==> config.mk <==
export PLATFORM = sky130hd
export DESIGN_NAME = pixel_write_master_flat
export DESIGN_NICKNAME = d
export VERILOG_FILES = /design/src/rtl/pixel_write_master_if.sv /design/src/rtl/pixel_write_master.sv /design/src/flat_wrapper.sv
export SDC_FILE = /design/constraint.sdc
export NUM_CORES = 1
export LEC_CHECK = 0
export CAP_MARGIN = 20
export CORE_UTILIZATION = 45
export DETAILED_ROUTE_END_ITERATION = 10
export PLACE_DENSITY = 0.77
export SETUP_SLACK_MARGIN = 0.5
export SLEW_MARGIN = 10
export SYNTH_ARGS = -nofsm -noshare
export SYNTH_HDL_FRONTEND = slang
export SYNTH_SLANG_ARGS = --single-unit
export TNS_END_PERCENT = 100
==> constraint.sdc <==
create_clock -name clk -period 3.3 [get_ports clk]
set_clock_uncertainty 0.05 [all_clocks]
set_input_delay 0.66 -clock clk [delete_from_list [all_inputs] [get_ports clk]]
set_output_delay 0.66 -clock clk [all_outputs]
set_load 0.02 [all_outputs]
==> src/rtl/pixel_write_master_if.sv <==
// Producer-side write strobe plus AHB-Lite master bus and status for pixel_write_master.
interface pixel_write_master_if #(parameter int ASIZE = 32);
   logic [ASIZE-1:0] address;
   logic [23:0]      data;
   logic             wen;
   logic             buswait;
   logic [ASIZE-1:0] haddr;
   logic [1:0]       htrans;
   logic             hwrite;
   logic [2:0]       hsize;
   logic [2:0]       hburst;
   logic [31:0]      hwdata;
   logic             hready;
   logic             hresp;
   logic             idle;
   logic [15:0]      wr_count;
   logic [7:0]       err_count;

   modport master (
      input  address, data, wen, hready, hresp,
      output buswait, haddr, htrans, hwrite, hsize, hburst, hwdata, idle, wr_count, err_count
   );

   modport slave (
      output address, data, wen, hready, hresp,
      input  buswait, haddr, htrans, hwrite, hsize, hburst, hwdata, idle, wr_count, err_count
   );
endinterface

==> src/rtl/pixel_write_master.sv <==
// Buffers pixel writes in a small FIFO and issues each as a single-word AHB-Lite write,
// counting OKAY completions and ERROR responses.
module pixel_write_master #(
   parameter int ASIZE = 32,
   parameter int DEPTH = 4
) (
   input logic                clk,
   input logic                n_rst,
   pixel_write_master_if.master bus
);
   localparam int PW = $clog2(DEPTH);
   localparam logic [1:0] HTRANS_IDLE   = 2'b00;
   localparam logic [1:0] HTRANS_NONSEQ = 2'b10;

   typedef struct packed {
      logic [ASIZE-1:0] addr;
      logic [23:0]      data;
   } entry_t;

   entry_t           mem [DEPTH];
   entry_t           head;
   logic [PW-1:0]    wptr, rptr;
   logic [PW:0]      count;
   logic             dphase;
   logic [ASIZE-1:0] haddr_q;
   logic [31:0]      hwdata_q;
   logic [15:0]      wr_cnt;
   logic [7:0]       err_cnt;
   logic             full, cancel, nonseq, push, pop, done;

   assign head   = mem[rptr];
   assign full   = (count == (PW+1)'(DEPTH));
   // First cycle of a two-cycle ERROR: the pending address phase must be withdrawn.
   assign cancel = dphase && !bus.hready && bus.hresp;
   assign nonseq = (count != '0) && !cancel;
   assign push   = bus.wen && !full;
   assign pop    = nonseq && bus.hready;
   assign done   = dphase && bus.hready;

   assign bus.buswait   = full;
   assign bus.htrans    = nonseq ? HTRANS_NONSEQ : HTRANS_IDLE;
   assign bus.haddr     = nonseq ? head.addr : haddr_q;
   assign bus.hwrite    = 1'b1;
   assign bus.hsize     = 3'b010;
   assign bus.hburst    = 3'b000;
   assign bus.hwdata    = hwdata_q;
   assign bus.idle      = (count == '0) && !dphase;
   assign bus.wr_count  = wr_cnt;
   assign bus.err_count = err_cnt;

   // Storage needs no reset; occupancy alone decides what is valid.
   always_ff @(posedge clk) begin
      if (push) mem[wptr] <= '{addr: bus.address, data: bus.data};
   end

   always_ff @(posedge clk or negedge n_rst) begin
      if (!n_rst) begin
         wptr     <= '0;
         rptr     <= '0;
         count    <= '0;
         dphase   <= 1'b0;
         haddr_q  <= '0;
         hwdata_q <= '0;
         wr_cnt   <= '0;
         err_cnt  <= '0;
      end else begin
         if (push) wptr <= wptr + 1'b1;
         if (pop)  rptr <= rptr + 1'b1;
         case ({push, pop})
            2'b10:   count <= count + 1'b1;
            2'b01:   count <= count - 1'b1;
            default: count <= count;
         endcase
         if (nonseq) haddr_q <= head.addr;
         if (pop) begin
            hwdata_q <= {8'h00, head.data};
            dphase   <= 1'b1;
         end else if (bus.hready) begin
            dphase   <= 1'b0;
         end
         if (done) begin
            if (bus.hresp) begin
               if (err_cnt != 8'hFF) err_cnt <= err_cnt + 8'd1;
            end else begin
               wr_cnt <= wr_cnt + 16'd1;
            end
         end
      end
   end
endmodule

==> src/flat_wrapper.sv <==
// flat-port wrapper written by rule: the top's interface ports become plain ports
module pixel_write_master_flat 
#(
   parameter int ASIZE = 32,
   parameter int DEPTH = 4
)
  (clk, n_rst, bus_address, bus_data, bus_wen, bus_hready, bus_hresp, bus_buswait, bus_haddr, bus_htrans, bus_hwrite, bus_hsize, bus_hburst, bus_hwdata, bus_idle, bus_wr_count, bus_err_count);
  pixel_write_master_if #(.ASIZE(ASIZE)) bus_i ();
  input logic clk;
  input logic n_rst;
  input wire logic [$bits(bus_i.address)-1:0] bus_address;
  input wire logic [$bits(bus_i.data)-1:0] bus_data;
  input wire logic [$bits(bus_i.wen)-1:0] bus_wen;
  input wire logic [$bits(bus_i.hready)-1:0] bus_hready;
  input wire logic [$bits(bus_i.hresp)-1:0] bus_hresp;
  output wire logic [$bits(bus_i.buswait)-1:0] bus_buswait;
  output wire logic [$bits(bus_i.haddr)-1:0] bus_haddr;
  output wire logic [$bits(bus_i.htrans)-1:0] bus_htrans;
  output wire logic [$bits(bus_i.hwrite)-1:0] bus_hwrite;
  output wire logic [$bits(bus_i.hsize)-1:0] bus_hsize;
  output wire logic [$bits(bus_i.hburst)-1:0] bus_hburst;
  output wire logic [$bits(bus_i.hwdata)-1:0] bus_hwdata;
  output wire logic [$bits(bus_i.idle)-1:0] bus_idle;
  output wire logic [$bits(bus_i.wr_count)-1:0] bus_wr_count;
  output wire logic [$bits(bus_i.err_count)-1:0] bus_err_count;
  assign bus_i.address = bus_address;
  assign bus_i.data = bus_data;
  assign bus_i.wen = bus_wen;
  assign bus_i.hready = bus_hready;
  assign bus_i.hresp = bus_hresp;
  assign bus_buswait = bus_i.buswait;
  assign bus_haddr = bus_i.haddr;
  assign bus_htrans = bus_i.htrans;
  assign bus_hwrite = bus_i.hwrite;
  assign bus_hsize = bus_i.hsize;
  assign bus_hburst = bus_i.hburst;
  assign bus_hwdata = bus_i.hwdata;
  assign bus_idle = bus_i.idle;
  assign bus_wr_count = bus_i.wr_count;
  assign bus_err_count = bus_i.err_count;
  pixel_write_master #(.ASIZE(ASIZE), .DEPTH(DEPTH)) u_core (.clk(clk), .n_rst(n_rst), .bus(bus_i));
endmodule
# [After elaboration in Yosys (flattened, before gate mapping)]
# Memory sizes are Yosys's and may differ from the RTL's.
# Index checks and enable logic that the tools add are counted.
[op_classes] n_addsub=6 n_eq_ne=4 muxes=7 bitwise=1 reduce_logical=17
[ops] cell="$mux W32" count=1
[ops] cell="$add A16 B1 Y16 const B" count=1
[ops] cell="$add A8 B1 Y8 const B" count=1
[ops] cell="$ne A8 B8 Y1 const B" count=1
[ops] cell="$logic_and A1 B1 Y1" count=7
[ops] cell="$pmux W3 S2" count=1
[ops] cell="$add A2 B1 Y2 const B" count=2
[ops] cell="$logic_not A1 Y1" count=4
[ops] cell="$mux W1" count=4
[ops] cell="$reduce_bool A2 Y1" count=2
[ops] cell="$add A3 B1 Y3 const B" count=1
[ops] cell="$eq A3 B3 Y1 const B" count=1
[ops] cell="$logic_not A3 Y1" count=1
[ops] cell="$reduce_and A3 Y1" count=1
[ops] cell="$reduce_bool A3 Y1" count=1
[ops] cell="$sub A3 B1 Y3 const B" count=1
[ops] cell="$eq A2 B1 Y1 const B" count=1
[ops] cell="$eq A2 B2 Y1 const B" count=1
[ops] cell="$mux W2" count=1
[ops] cell="$reduce_and A2 Y1" count=1
[ops] cell="$not A1 Y1" count=1
[word_totals] ff_bits=88 ram_bits=224 in_bits=61 elab_cells=44 mem_count=1
[memory_table] name="u_core.mem" words=4 width=56 read_ports=1 rd_ports_with_merged_regs=0 wr=1 line_no="pixel_write_master.sv:20" source="entry_t mem [DEPTH];"

# [Logic depth before layout (Yosys ltp)]
[depth] ltp_word=8 depth_mapped=9

# [Least setup slack after synthesis]
# OpenSTA, ideal clock, no wires.
[synth_path] path_type="input to register" startpoint="input bus_wen" endpoint="memory u_core.mem[0][0] (netlist name) (enable)" arrival_ns=2.357 t_required_ns=2.830 slack_ns=0.473 cell_stages=3 n_path_buf=1 path_cell_list="nor2b_1 > clkbuf_1 > and2_1"
[synth_between] elab_chain_len=3
[synth_rtl] item="start, declared" line_no="flat_wrapper.sv:13" source="input wire logic [$bits(bus_i.wen)-1:0] bus_wen;"
[synth_rtl] item="$logic_and A1 B1 Y1" line_no="pixel_write_master.sv:36" source="assign push = bus.wen && !full;"
[synth_rtl] item="$mux W1" line_no="pixel_write_master.sv:53" source="if (push) mem[wptr] <= '{addr: bus.address, data: bus.data};"
[synth_rtl] item="$mux W1 (implied by the code)" line_no="pixel_write_master.sv:53"
[synth_rtl] item="end, declared" line_no="pixel_write_master.sv:20"
# No other way between the ends.

# [Worst setup path after layout]
[layout_path] startpoint="register u_core.rptr[0]" endpoint="output bus_haddr[14]"
[layout_between] elab_chain_len=2
[layout_rtl] item="start, declared" line_no="pixel_write_master.sv:22" source="logic [PW-1:0] wptr, rptr;"
[layout_rtl] item="start signal, assigned" line_no="pixel_write_master.sv:68" source="if (pop) rptr <= rptr + 1'b1;"
[layout_rtl] item="$mem_v2 Z4 W56"
[layout_rtl] item="$mux W32" line_no="pixel_write_master.sv:42" source="assign bus.haddr = nonseq ? head.addr : haddr_q;"
[layout_rtl] item="end, declared" line_no="flat_wrapper.sv:17" source="output wire logic [$bits(bus_i.haddr)-1:0] bus_haddr;"
# No other way between the ends.

==> impl_metrics.env <==
export IMPL_ys_ff_latch=312
export IMPL_tns_ns=0
export IMPL_worst_slew_pin_slew_ns=0.857
export IMPL_crit_family="multiplexers"
export IMPL_cpPeakStageDelay_ns=0.53
export IMPL_rsz0062_at_grt="yes"
export IMPL_synth_warning_count=0
export IMPL_critical_path_slowest_cell="mux4_2"
export IMPL_wl_per_cell_um=20.5
export IMPL_grt_max_degree=62
export IMPL_area_growth_pct=30.2
export IMPL_ys_seq_area_frac=0.753
export IMPL_syn_avg_cell_area_um2=20.7
export IMPL_antenna_found_initial=0
export IMPL_setup_violations=0
export IMPL_drc=0
export IMPL_diodes=0
export IMPL_register_area_mm2=0.00894
export IMPL_drt_iter0_drc=343
export IMPL_hold_buffers=0
export IMPL_ios=160
export IMPL_synth_area_leader_cell="edfxtp_1"
export IMPL_clkLatencyLatePin_ns=0.50
export IMPL_cts_buffers=34
export IMPL_worst_setup_path_start_kind="flip-flop"
export IMPL_synth_edf_count=224
export IMPL_cts_buffer_depth=3
export IMPL_dp_hpwl_mm=13.0
export IMPL_slew_headroom=0.429
export IMPL_grt_pass1_wl_mm=35.8
export IMPL_ant_nets=0
export IMPL_crit_chain="buf_12 > buf_16 > mux4_2 > mux2_4 > buf_6"
export IMPL_end_kind="primary output"
export IMPL_async_flop_share=0.282
export IMPL_synth_top_area_share=0.567
export IMPL_grt_pass1_vias=6353
export IMPL_grt_usage=0.179
export IMPL_die_w_um=164
export IMPL_synth_area_mm2=0.0119
export IMPL_gp_congestion=0.722
export IMPL_clkTransAtPathRegs_ns=0.06
export IMPL_fmax_mhz=339
export IMPL_num_vias=5915
export IMPL_synthTopCellsByCount="224 x edfxtp_1, 88 x dfrtp_1, 60 x mux2_2"
export IMPL_postSynthCellCount=572
export IMPL_multi_input_area_mm2=0.00286
export IMPL_avgViaCountPerCell=5.19
export IMPL_max_cap_violations=0
export IMPL_synth_most_common_cell="edfxtp_1"
export IMPL_fin_crit_ns=2.95
export IMPL_htree_levels=2
export IMPL_drtPass1Iterations=4
export IMPL_clockRootBuffer="clkbuf_16"
export IMPL_worstPathArrival_ns=2.24
export IMPL_power_leakage_uw=0.00566
export IMPL_cts_sinks=312
export IMPL_yosys_top_cells_area="edfxtp_1 57%, dfrtp_1 19%, mux4_2 11%"
export IMPL_fill_cells=1843
export IMPL_hold_path_class="in -> async"
export IMPL_required_ns=2.59
export IMPL_ir_drop_mv=0.902
export IMPL_portBuffers=143
export IMPL_num_rows=59
export IMPL_drive_gt1_frac=0.328
export IMPL_die_y_um=164
export IMPL_cts_tree="built"
export IMPL_core_area_mm2=0.0260
export IMPL_status="completed"
export IMPL_cp_num_buf_inv=3
export IMPL_cp_max_fo=8
export IMPL_die_area_mm2=0.0270
export IMPL_drv_slew=0
export IMPL_hold_viol_final=0
export IMPL_start_util=0.456
export IMPL_worst_hold_slack_ns=0.215
export IMPL_power_density_mw_per_mm2=982
export IMPL_synth_cell_types=40
export IMPL_drt_wl_total_mm=23.4
export IMPL_fin_nets=848
export IMPL_period_share=0.894
export IMPL_overflow=0
export IMPL_ys_flop_type="edfxtp_1"
export IMPL_worst_setup_path_type="reg -> out"
[final cells by class]
type                            instances  share of cell area
Clock buffer                           50              0.0637
Clock inverter                         11             0.00543
Inverter                                6             0.00146
Multi-Input combinational cell        231               0.185
Sequential cell                       312               0.579
Tap cell                              335              0.0272
Timing Repair Buffer                  194               0.138
[power breakdown]
part | internal [uW] | total [uW] | switching, uW
Clock | 2140 | 3560 | 1420
Sequential | 5300 | 5730 | 426
Combinational | 3200 | 5860 | 2660
Total | 10600 | 15200 | 4510
[kinds of logic (layout without fill, tap and decap cells)]
| kind of cell | count (synthesis) | after routing | synth area share |
|---|---|---|---|
| AO/OA/AOI/OAI | 5 | 5 | 0.00275 |
| XOR/XNOR | 24 | 24 | 0.0177 |
| adder cells (fa/ha/maj) | 8 | 8 | 0.00908 |
| buffers and inverters | 43 | 261 | 0.0229 |
| flip-flops | 312 | 312 | 0.753 |
| multiplexers | 117 | 117 | 0.164 |
| other | 2 | 16 | 0.000634 |
| AND/OR/NAND/NOR | 61 | 61 | 0.0294 |
[routing by layer]
layer  GRT usage  wire [um]  up-vias
li1            -          -     2639
met5           0          0        -
met3      0.0366       1510       37
met1       0.238       9730     3056
met2       0.298      11700      183
met4      0.0480        412        0
[state kept, by name (all words and copies together), names as in the netlist]
signal,cells
u_core.bus.wr_count,16
u_core.rptr,2
u_core.count,3
u_core.mem,224
u_core.dphase,1
u_core.haddr_q,32
u_core.bus.err_count,8
u_core.wptr,2
u_core.bus.hwdata,24
[final timing paths]
kind / slack (ns) / start / depth (start not counted) / to
hold / removal: 0.22 / n_rst / 1 / u_core.haddr_q[9]$_DFF_PN0_
setup / recovery: 0.35 / u_core.rptr[0]$_DFFE_PN0P_ / 5 / bus_haddr[14]
min in group clk: 0.44 / u_core.bus.wr_count[12]$_DFFE_PN0P_ / 1 / u_core.bus.wr_count[12]$_DFFE_PN0P_
hold reg to reg: 0.44 / u_core.bus.wr_count[12]$_DFFE_PN0P_ / 1 / u_core.bus.wr_count[12]$_DFFE_PN0P_
setup reg to reg: 1.01 / u_core.rptr[0]$_DFFE_PN0P_ / 6 / u_core.bus.hwdata[1]$_DFFE_PN0P_
max in group asynchronous: 2.21 / n_rst / 2 / u_core.haddr_q[14]$_DFF_PN0_
[through the flow]
stage / instances / area [um2] / utilization / setup WS [ns] / power, uW
floorplan: 586 / 11900 / - / 0.919 / 8680
global placement: 1046 / 13800 / 0.529 / 0.0567 / 10500
detailed placement: 1046 / 13800 / 0.529 / 0.0219 / 10700
CTS: 1137 / 15400 / 0.592 / 0.321 / 15300
global route: 1139 / 15400 / 0.594 / 0.289 / 15900
finish: 1139 / 15400 / 0.594 / 0.351 / 15200
[what timing repair did]
item / CTS / global route
resized for setup: 239 / 11
pin swaps: 2 / 1
setup endpoints to repair: 34 / 34
gates cloned: 3 / 0
setup buffers: 27 / 2
[cell usage in the layout (no fill, tap or decap), types with 3 or more instances in the layout]
cell	Yosys	layout
nor2_1	5	5
clkdlybuf4s50_1	0	107
clkbuf_16	0	35
buf_16	0	4
nand2_1	14	14
ha_1	7	7
and2_4	0	4
buf_6	3	33
xor2_1	4	4
inv_1	5	5
clkbuf_1	3	10
buf_4	17	32
clkbuf_8	0	5
mux2_2	60	28
nand4_1	8	8
clkinv_1	0	5
mux2_4	0	32
xnor2_1	20	20
buf_12	0	15
dfrtp_1	88	83
edfxtp_1	224	224
conb_1	2	16
nand3_1	9	9
mux4_2	56	56
nor2b_1	3	3
dfrtp_2	0	4
(Power assumes the default switching activity.)
